## src/rtl/state_dump_if.sv

```systemverilog
// Word stream carrying dump frames from state_dump to its sink.
// The master drives word, valid and last; the slave answers with ready.
interface state_dump_if;
    logic [31:0] dout;
    logic        dout_valid;
    logic        dout_ready;
    logic        dout_last;

    modport master (output dout, dout_valid, dout_last, input dout_ready);
    modport slave  (input dout, dout_valid, dout_last, output dout_ready);
endinterface

```

## src/rtl/state_dump.sv

```systemverilog
// CPU state dump engine: counts run/stall/flush cycles and, on request, freezes the
// CPU and streams a header, the register file and a data-memory window as one frame.
module state_dump #(
    parameter int NUM_MEM_WORDS = 8,
    parameter int CNT_W         = 32
) (
    input  logic         clk_i,
    input  logic         rst_i,
    input  logic         start_i,
    input  logic         stall_i,
    input  logic         flush_i,
    input  logic         dump_req_i,
    input  logic [31:0]  pc_i,
    output logic [4:0]   reg_addr_o,
    input  logic [31:0]  reg_data_i,
    output logic [31:0]  dmem_addr_o,
    input  logic [31:0]  dmem_data_i,
    output logic         freeze_o,
    output logic         busy_o,
    state_dump_if.master dout_if
);

    typedef enum logic [1:0] {IDLE, HDR, REG, MEM} state_e;

    localparam logic [4:0]       MEM_LAST = 5'(NUM_MEM_WORDS - 1);
    localparam logic [CNT_W-1:0] CNT_MAX  = '1;

    state_e           state_q, state_d;
    logic [4:0]       idx_q, idx_d;
    logic [CNT_W-1:0] cycle_cnt_q, cycle_cnt_d;
    logic [CNT_W-1:0] stall_cnt_q, stall_cnt_d;
    logic [CNT_W-1:0] flush_cnt_q, flush_cnt_d;
    logic             active;
    logic             xfer;
    logic             run;

    // Counters are reported as 32-bit words regardless of CNT_W.
    function automatic logic [31:0] to_word(input logic [CNT_W-1:0] v);
        logic [31:0] w;
        w = '0;
        for (int b = 0; b < CNT_W && b < 32; b++) begin
            w[b] = v[b];
        end
        return w;
    endfunction

    function automatic logic [CNT_W-1:0] sat_inc(input logic [CNT_W-1:0] v, input logic en);
        return (en && (v != CNT_MAX)) ? v + CNT_W'(1) : v;
    endfunction

    assign active             = (state_q != IDLE);
    assign xfer               = active && dout_if.dout_ready;
    assign run                = start_i && !active;
    assign freeze_o           = active;
    assign busy_o             = active;
    assign dout_if.dout_valid = active;

    always_comb begin
        cycle_cnt_d = sat_inc(cycle_cnt_q, run);
        stall_cnt_d = sat_inc(stall_cnt_q, run && stall_i);
        flush_cnt_d = sat_inc(flush_cnt_q, run && flush_i);
    end

    // Frame sequencer; idx walks the words of each section and only moves on a transfer.
    always_comb begin
        state_d           = state_q;
        idx_d             = idx_q;
        reg_addr_o        = '0;
        dmem_addr_o       = '0;
        dout_if.dout      = '0;
        dout_if.dout_last = 1'b0;
        case (state_q)
            IDLE: begin
                if (dump_req_i) begin
                    state_d = HDR;
                    idx_d   = '0;
                end
            end
            HDR: begin
                case (idx_q[1:0])
                    2'd0:    dout_if.dout = to_word(cycle_cnt_q);
                    2'd1:    dout_if.dout = to_word(stall_cnt_q);
                    2'd2:    dout_if.dout = to_word(flush_cnt_q);
                    default: dout_if.dout = pc_i;
                endcase
                if (xfer) begin
                    if (idx_q == 5'd3) begin
                        state_d = REG;
                        idx_d   = '0;
                    end else begin
                        idx_d = idx_q + 5'd1;
                    end
                end
            end
            REG: begin
                reg_addr_o   = idx_q;
                dout_if.dout = reg_data_i;
                if (xfer) begin
                    if (idx_q == 5'd31) begin
                        state_d = MEM;
                        idx_d   = '0;
                    end else begin
                        idx_d = idx_q + 5'd1;
                    end
                end
            end
            MEM: begin
                dmem_addr_o       = {25'd0, idx_q, 2'b00};
                dout_if.dout      = dmem_data_i;
                dout_if.dout_last = (idx_q == MEM_LAST);
                if (xfer) begin
                    if (idx_q == MEM_LAST) begin
                        state_d = IDLE;
                        idx_d   = '0;
                    end else begin
                        idx_d = idx_q + 5'd1;
                    end
                end
            end
            default: begin
                state_d = IDLE;
                idx_d   = '0;
            end
        endcase
    end

    always_ff @(posedge clk_i or negedge rst_i) begin
        if (!rst_i) begin
            state_q     <= IDLE;
            idx_q       <= '0;
            cycle_cnt_q <= '0;
            stall_cnt_q <= '0;
            flush_cnt_q <= '0;
        end else begin
            state_q     <= state_d;
            idx_q       <= idx_d;
            cycle_cnt_q <= cycle_cnt_d;
            stall_cnt_q <= stall_cnt_d;
            flush_cnt_q <= flush_cnt_d;
        end
    end

endmodule

```

## src/flat_wrapper.sv

```systemverilog
// flat-port wrapper written by rule: the top's interface ports become plain ports
module state_dump_flat 
#(
    parameter int NUM_MEM_WORDS = 8,
    parameter int CNT_W         = 32
)
  (clk_i, rst_i, start_i, stall_i, flush_i, dump_req_i, pc_i, reg_addr_o, reg_data_i, dmem_addr_o, dmem_data_i, freeze_o, busy_o, dout_if_dout, dout_if_dout_valid, dout_if_dout_last, dout_if_dout_ready);
  state_dump_if dout_if_i ();
  input  logic clk_i;
  input  logic rst_i;
  input  logic start_i;
  input  logic stall_i;
  input  logic flush_i;
  input  logic dump_req_i;
  input  logic [31:0] pc_i;
  output logic [4:0] reg_addr_o;
  input  logic [31:0] reg_data_i;
  output logic [31:0] dmem_addr_o;
  input  logic [31:0] dmem_data_i;
  output logic freeze_o;
  output logic busy_o;
  output wire logic [$bits(dout_if_i.dout)-1:0] dout_if_dout;
  output wire logic [$bits(dout_if_i.dout_valid)-1:0] dout_if_dout_valid;
  output wire logic [$bits(dout_if_i.dout_last)-1:0] dout_if_dout_last;
  input wire logic [$bits(dout_if_i.dout_ready)-1:0] dout_if_dout_ready;
  assign dout_if_dout = dout_if_i.dout;
  assign dout_if_dout_valid = dout_if_i.dout_valid;
  assign dout_if_dout_last = dout_if_i.dout_last;
  assign dout_if_i.dout_ready = dout_if_dout_ready;
  state_dump #(.NUM_MEM_WORDS(NUM_MEM_WORDS), .CNT_W(CNT_W)) u_core (.clk_i(clk_i), .rst_i(rst_i), .start_i(start_i), .stall_i(stall_i), .flush_i(flush_i), .dump_req_i(dump_req_i), .pc_i(pc_i), .reg_addr_o(reg_addr_o), .reg_data_i(reg_data_i), .dmem_addr_o(dmem_addr_o), .dmem_data_i(dmem_data_i), .freeze_o(freeze_o), .busy_o(busy_o), .dout_if(dout_if_i));
endmodule
```

## config.mk

```make
export PLATFORM = sky130hd
export DESIGN_NAME = state_dump_flat
export DESIGN_NICKNAME = d
export VERILOG_FILES = /design/src/rtl/state_dump_if.sv /design/src/rtl/state_dump.sv /design/src/flat_wrapper.sv
export SDC_FILE = /design/constraint.sdc
export NUM_CORES = 1
export LEC_CHECK = 0
export CORE_UTILIZATION = 50
export CTS_CLUSTER_DIAMETER = 40
export DETAILED_ROUTE_END_ITERATION = 8
export DONT_BUFFER_PORTS = 1
export SYNTH_ARGS = -nofsm -noshare
export SYNTH_HDL_FRONTEND = slang
export SYNTH_SLANG_ARGS = --single-unit
```

## constraint.sdc

```tcl
create_clock -name clk_i -period 6.53 [get_ports clk_i]
set_clock_uncertainty 0.1 [all_clocks]
set_input_delay 1.306 -clock clk_i [delete_from_list [all_inputs] [get_ports clk_i]]
set_output_delay 1.306 -clock clk_i [all_outputs]
set_load 0.1 [all_outputs]
```

# Word-level counts from Yosys, hierarchy flattened
# Cells that the tools add are included.
[totals]
register_bits = 103
latchBits = 0
ram_bits = 0
mem_bits_ro = 0
inputBits = 103
out_inout_bits = 73
word_cells = 61
mem_count = 0
[classes]
n_addsub = 4
n_mul = 0
div_mod_pow = 0
order_cmp = 0
eq_ne = 18
n_shift = 0
muxes = 21
bitwise_logic = 0
n_reduce_logical = 13
[op_table]
columns = ["op", "count"]
rows = [
  ["case mux 32 bit (3 select lines)", 2],
  ["adder 32 x 1 -> 32 bit (second input constant)", 3],
  ["inequality test 32 bit (second input constant)", 3],
  ["2-to-1 mux 5 bit", 8],
  ["case mux 5 bit (4 select lines)", 1],
  ["2-to-1 mux 2 bit", 7],
  ["inequality test 2 x 1 -> 1 bit (second input constant)", 6],
  ["case mux 2 bit (4 select lines)", 1],
  ["logical AND 1 bit", 7],
  ["2-to-1 mux 7 bit", 1],
  ["AND reduction 7 bit", 1],
  ["== test 2 bit (second input constant)", 3],
  ["adder 5 x 1 -> 5 bit (second input constant)", 1],
  ["== test 5 x 2 -> 1 bit (second input constant)", 1],
  ["== test 5 x 3 -> 1 bit (second input constant)", 1],
  ["== test 5 bit (second input constant)", 1],
  ["== test 2 x 1 -> 1 bit (second input constant)", 2],
  ["logical NOT 2 bit", 2],
  ["AND reduction 4 bit", 1],
  ["inequality test 2 bit (second input constant)", 1],
  ["nonzero test 2 bit", 1],
  ["logical NOT 1 bit", 1],
  ["2-to-1 mux 1 bit", 1],
]

# Longest topological paths before layout
# Gate-level depths: netlist of the first run.
[depth]
depth_word = 5
depth_mapped = 8

# Least setup slack after synthesis of the first run
# OpenSTA, ideal clock, no wires.
[synth_timing]
kind = "input-to-output"
startpoint = "input port pc_i[10]"
endpoint = "output port dout_if_dout[10]"
arrival_ns = 2.784
t_required_ns = 5.124
slack_ns = 2.340
stages = 4
n_path_buf = 0
cell_sequence = "nand2_1 o21ai_0 a222oi_1 nor2_1"
[synth_via]
elab_chain_len = 2
[synth_lines]
columns = ["element", "line_no", "text"]
rows = [
  ["start, declared", "flat_wrapper.sv:15", "input logic [31:0] pc_i;"],
  ["case mux 32 bit (3 select lines)", "state_dump.sv:80", "case (idx_q[1:0])"],
  ["case mux 32 bit (3 select lines)", "state_dump.sv:72", "case (state_q)"],
  ["end, declared", "flat_wrapper.sv:22", "output wire logic [$bits(dout_if_i.dout)-1:0] dout_if_dout;"],
]
# No other way between the ends.

# Worst setup path after layout of the first run
[layout_timing]
startpoint = "register u_core.idx_q[1]"
endpoint = "output port dout_if_dout[11]"
[layout_via]
elab_chain_len = 3
elab_cells_between_ends = 5
[layout_lines]
columns = ["element", "line_no", "text"]
rows = [
  ["start, declared", "state_dump.sv:29", "logic [4:0] idx_q, idx_d;"],
  ["start signal, assigned", "state_dump.sv:136", "idx_q <= idx_d;"],
  ["== test 2 bit, or another cell as far along", "state_dump.sv:80", ""],
  ["case mux 32 bit (3 select lines) *", "state_dump.sv:80", ""],
  ["case mux 32 bit (3 select lines) *", "state_dump.sv:72", ""],
]
# Mark *: on every way between the ends. The rest lies on a longest branch, timed or not.

==> results of run 1 <==
## routing by layer
metal,vias to the layer above,wire (microns)
li1,2640,-
met4,0,280
met5,-,0
met3,20,1860
met1,2897,8820
met2,321,8920
## per-stage QoR
stage | hold slack, ps | total power [mW]
global route | 431 | 3.26
finish | 403 | 3.14
detailed placement | 388 | 2.58
floorplan | 357 | 2.33
global placement | 383 | 2.56
CTS | 397 | 3.14
## final cells by class
cell class	instances	area [sq um]
Fill cell	1167	5760
Tap cell	172	215
Inverter	19	71.3
Clock buffer	10	239
Multi-Input combinational cell	568	3850
Timing Repair Buffer	7	52.6
Sequential cell	103	2580
Clock inverter	6	67.6
## cell usage after synthesis (4+ instances only)
cell type	count
a21oi_1	6
a222oi_1	64
and2_1	18
and3_1	23
and4_1	10
buf_4	29
clkbuf_1	37
dfrtp_1	103
ha_1	14
inv_1	19
mux2_2	7
nand2_1	66
nand2b_1	4
nand3_1	47
nand4_1	41
nor2_1	50
nor2b_1	4
nor3_1	18
nor3b_1	4
nor4_1	12
o21ai_0	36
xnor2_1	65
xor2_1	23
## cell families after synthesis
kind of cell    Yosys count  share of synthesized area
xor+xnor                 88                      0.115
simple gates            312                      0.248
other cells               1                   0.000562
compound gates          118                      0.144
buf+inv                  88                     0.0658
flops                   103                      0.386
fa+ha+maj                14                     0.0262
mux                       9                     0.0150
## registers in the layout (all words and copies together) (netlist names)
register and cells:
u_core.idx_q 5, u_core.flush_cnt_q 32, u_core.stall_cnt_q 32, u_core.cycle_cnt_q 32
u_core.state_q 2
## power groups by stage
stage / Combinational [mW] / Sequential (mW) / Clock, mW
floorplan: 1.57 / 0.758 / 0
global placement: 1.76 / 0.793 / 0
detailed placement: 1.79 / 0.795 / 0
CTS: 1.79 / 0.782 / 0.573
global route: 1.87 / 0.795 / 0.600
finish: 1.80 / 0.784 / 0.558
## path summary, 6_finish.rpt
kind                                         from                endpoint  slack (ps)  cells after the start
max                               u_core.idx_q[1]        dout_if_dout[11]        1410                      6
min                        u_core.cycle_cnt_q[23]  u_core.cycle_cnt_q[23]         400                      1
max reg2reg                     u_core.state_q[0]         u_core.idx_q[0]        3460                      7
min reg2reg                u_core.cycle_cnt_q[23]  u_core.cycle_cnt_q[23]         400                      1
max in group asynchronous                   rst_i   u_core.flush_cnt_q[8]        5650                      0
min in group asynchronous                   rst_i   u_core.stall_cnt_q[6]         540                      0
==> out/qor.txt, run 1 <==
clock tree buffer depth: 2
asr flop ratio synth: 1.00
starting density of the core: 0.521
Port Buffers: 0
clock sinks: 103
Layout Utilization: 0.551
vias in the first global route: 5453
Cell Rows: 41
most common cell after layout, fill and taps aside: dfrtp_1
Pre-Repair DR Iteration Count: 9
Worst path top cell family by delay: adder cells
area share of the largest cell type after synthesis: 0.386
combinational fraction of design power: 0.573
slowest stage delay, CP: 1020 ps
Reg clk slew, reported paths: 70 ps
Die Y: 118 microns
DRC errors left: 28
worst-path maximum fanout: 32
GP Congestion: 1.00
CTS buffer count: 9
PwrDens: 445 nW/um^2
GRT met2 Usage: 0.444
Resized Gates After CTS: 0
Vias/cell: 6.64
share of layout cells above drive strength 1: 0.105
Startpoint Class: flip-flop
Avg WL per Cell: 22.5 microns
dpl ws: 1890 ps
die area: 13800 sq um
Worst Path Buf+Inv: 1
Post-synth top flop: dfrtp_1
Sw Share: 0.590
Crit path top cell by count: a222oi_1
clk_lat worst skew: 350 ps
synthesized flop and latch total: 103
Seq pwr share: 0.249
hold buffer count at cts: 0
Hold Path Class: reg2reg
Placed Area: 6760 sq um
CTS tree: yes
failing checks: DRC
dpl cells: 869
Setup violations, final: 0
status: finished, violations left
Max Slew Vio Count: 0
max cap viols: 0
most frequent cells in the layout: 103 x dfrtp_1, 66 x nand2_1, 65 x xnor2_1, 64 x a222oi_1, 47 x nand3_1
DRT Wirelength: 19.9 mm
total gr overflow: 0
Clock Root Buffer: clkbuf_16
largest net degree at the start of global routing: 104
RSZ-0062 raised after global routing: no
H-tree depth: 3
Max Freq: 196 MHz
HPWL Detailed: 14.8 mm
ANT nets after route: 0
dominant cell type by area after synthesis: dfrtp_1
Tot GR Track Use: 0.293
Critical-path top delay cell: ha_1
crit end category: output pin
Crit Path Class: reg2out
fin area: 7070 sq um
gr busiest metal: met2
# IOs: 176
Synth area leaders: dfrtp_1 39%, a222oi_1 9.6%, xnor2_1 8.5%
Ant. Diodes: 0
register area share after synthesis: 0.386
Mapped Cells: 733
placeable core region: 12800 sq um
Iteration-0 DRC Markers: 811
library cells used by synthesis: 49
Vias: 5878
GR met1 Demand/Resource: 0.411
Post-CTS Setup Inserts: 0
peak supply drop: 216 uV
final cell count without fillers: 885
fin crit share: 0.783
Crit path required time: 5120 ps
min cycle time layout: 5120 ps
Final Hold Violating Endpoints: 0
mapped cell area: 6680 sq um
Leak: 2.88 nW
Relative slew margins: 0.128
Post-synth EDFFs: 0
Worst-Margin Slew: 1310 ps
area grow syn2layout: 5.86%
Net Switching: 1.86 mW
CP Cell Sequence: inv_1 -> ha_1 -> a222oi_1 -> o21ai_0 -> a222oi_1 -> nor2_2
die width: 118 microns
Layout Nets: 825
synth warn: 0
setup_tns: 0 ps
met3 Usage GRT: 0.0882
final setup margin: 1410 ps
antenna violations before repair: 0
first-pass GRT wire length: 31.4 mm
Clock power frac: 0.178
CP arrival: 3710 ps
Int Power: 1.29 mW
Avg Inst Size Synth: 9.11 sq um
Note: power is estimated with default switching activity, not from simulation.
==> run 2, diff against run 1 <==
- clock period: 6.53 -> 4.91 ns (I/O delays scaled with it)
==> run 2 against run 1 <==
Compared with the run above: final cell count grew 4.1%; non-clock buffer count grew 36; first-iteration DRC count is 9.6% lower; die area did not move; hold slack lost 190 ps; sequential share of layout area down 1.5 points; total power rose by 43%; the run now ends clean; worst setup slack worse by 700 ps; via count up 0.61%; clock power increased by 50%; core utilization grew 2.4 points.
==> out/qor.txt, run 2 (synthesized netlist as in run 1, its figures left out) <==
Regs by FF count: u_core.cycle_cnt_q x32, u_core.flush_cnt_q x32, u_core.stall_cnt_q x32
Iteration-0 DRC Markers: 733 (-9.6%)
H-tree depth: 3 (unchanged)
clk_lat worst skew: 350 ps (about the same)
Leak: 3.08 nW (+7.1%)
setup_tns: 0 ps (unchanged)
Vias/cell: 6.42 (-3.3%)
RSZ-0062 raised after global routing: no
die width: 118 microns (unchanged)
Reg clk slew, reported paths: 70 ps (about the same)
Ant. Diodes: 0 (unchanged)
worst-path maximum fanout: 25 (-22%)
Worst-Margin Slew: 1180 ps (-126 ps)
FILL cells: 1119 (-4.1%)
FF-to-FF End: u_core.idx_q[3]
Vias: 5914 (+0.61%)
first-pass GRT wire length: 31.6 mm (+0.62%)
CP arrival: 3120 ps (-590 ps)
largest net degree at the start of global routing: 104 (unchanged)
Tot GR Track Use: 0.296 (+0.00319)
Post-CTS Setup Inserts: 0 (unchanged)
CP Cell Sequence: inv_1 -> ha_1 -> buf_4 -> a222oi_1 -> o21ai_0 -> a222oi_1 -> nor2_2 -> buf_4
CTS buffer count: 9 (unchanged)
status: finished, final reports clean
vias in the first global route: 5557 (+1.9%)
# IOs: 176 (unchanged)
max cap viols: 0 (unchanged)
hold buffer count at cts: 0 (unchanged)
peak supply drop: 284 uV (+32%)
Layout Nets: 861 (+4.4%)
Cell Rows: 41 (unchanged)
HPWL Detailed: 15.4 mm (+3.9%)
die area: 13800 sq um (unchanged)
Resized Gates After CTS: 0 (unchanged)
Clock Root Buffer: clkbuf_16
Critical-path top delay cell: ha_1
Hold Path Class: in2async
Port Buffers: 0 (unchanged)
Startpoint Class: flip-flop
min cycle time layout: 4200 ps
Final Hold Violating Endpoints: 0 (unchanged)
starting density of the core: 0.521 (unchanged)
Setup violations, final: 0 (unchanged)
GP Congestion: 0.922 (-8.1%)
ANT nets after route: 0 (unchanged)
R2R Path Start: u_core.state_q[0]
Max Slew Vio Count: 0 (unchanged)
placeable core region: 12800 sq um (unchanged)
PwrDens: 608 nW/um^2 (+37%)
clock sinks: 103 (unchanged)
most frequent cells in the layout: 103 x dfrtp_1, 66 x nand2_1, 65 x xnor2_1, 64 x a222oi_1, 47 x nand3_1
antenna violations before repair: 0 (unchanged)
Avg WL per Cell: 21.9 microns (-2.6%)
most common cell after layout, fill and taps aside: dfrtp_1
DRT Wirelength: 20.1 mm (+1.3%)
DRC errors left: 0 (-100%)
area grow syn2layout: 10.5%
Critical Path Start: u_core.idx_q[1]
Pre-Repair DR Iteration Count: 6 (-3)
slowest stage delay, CP: 510 ps (-510 ps)
R2R Setup Slk: 1700 ps (-1760 ps)
Die Y: 118 microns (unchanged)
total gr overflow: 0 (unchanged)
R2R depth: 7 (unchanged)
clock tree buffer depth: 2 (unchanged)
Crit Path Class: reg2out
crit end category: output pin
share of layout cells above drive strength 1: 0.147 (+0.0417)
Layout Utilization: 0.576 (+0.0243)
Max Freq: 238 MHz
fin crit share: 0.855
Relative slew margins: 0.209 (+0.0804)
Worst Setup EP: dout_if_dout[11]
CTS tree: yes
Crit path required time: 3830 ps (-1290 ps)
==> run 2: critical path, delay by kind of cell (launching register included) <==
family,cells,cell delay (ps)
AOI/OAI and AO/OA,3,990
buffers and inverters,3,710
adders and majority gates,1,510
DFF,1,480
and+or+nand+nor,1,60
==> run 2: power by group <==
part | internal (mW) | switching [mW] | total, mW
clock | 0.513 | 0.326 | 0.839
combinational | 0.561 | 2.03 | 2.59
sequential | 0.921 | 0.134 | 1.06
==> run 2: worst min path at each step <==
stage          slack [ps]                   start                endpoint
3_3_place_gp          380  u_core.cycle_cnt_q[23]  u_core.cycle_cnt_q[23]
2_1_floorplan         360  u_core.flush_cnt_q[26]  u_core.flush_cnt_q[26]
3_5_place_dp          390  u_core.cycle_cnt_q[23]  u_core.cycle_cnt_q[23]
6_report              220                   rst_i   u_core.stall_cnt_q[6]
4_1_cts               200                   rst_i   u_core.stall_cnt_q[6]
5_1_grt               190                   rst_i   u_core.stall_cnt_q[6]
==> run 2: layout make-up <==
type	instances	area, sq um	share of cell area
repair buffers	43	323	0.0437
inverters	19	71.3	0.00966
flip-flops and latches	103	2580	0.349
clock inverters	5	105	0.0142
well taps	172	215	0.0292
clock buffers	11	243	0.0329
multi-input cells	568	3850	0.521
==> run 2: metrics by stage <==
step	cell area, sq um	hold WS [ps]	cells	power (mW)	setup slack [ps]
final	7380	216	921	4.49	712
after global routing	7380	195	921	4.66	576
after CTS	7380	201	921	4.48	733
after detailed placement	7030	388	905	3.64	1120
after global placement	7030	385	905	3.60	1250
after floorplan	6780	357	759	3.10	1150
==> run 2: per-layer routing <==
metal	part of all wire	vias to the layer above	wire, microns	global-route usage
li1	-	2706	-	-
met1	0.44	2876	8780	0.413
met2	0.45	294	9100	0.441
met3	0.088	38	1770	0.0867
met5	0	-	0	0
met4	0.024	0	491	0.0970
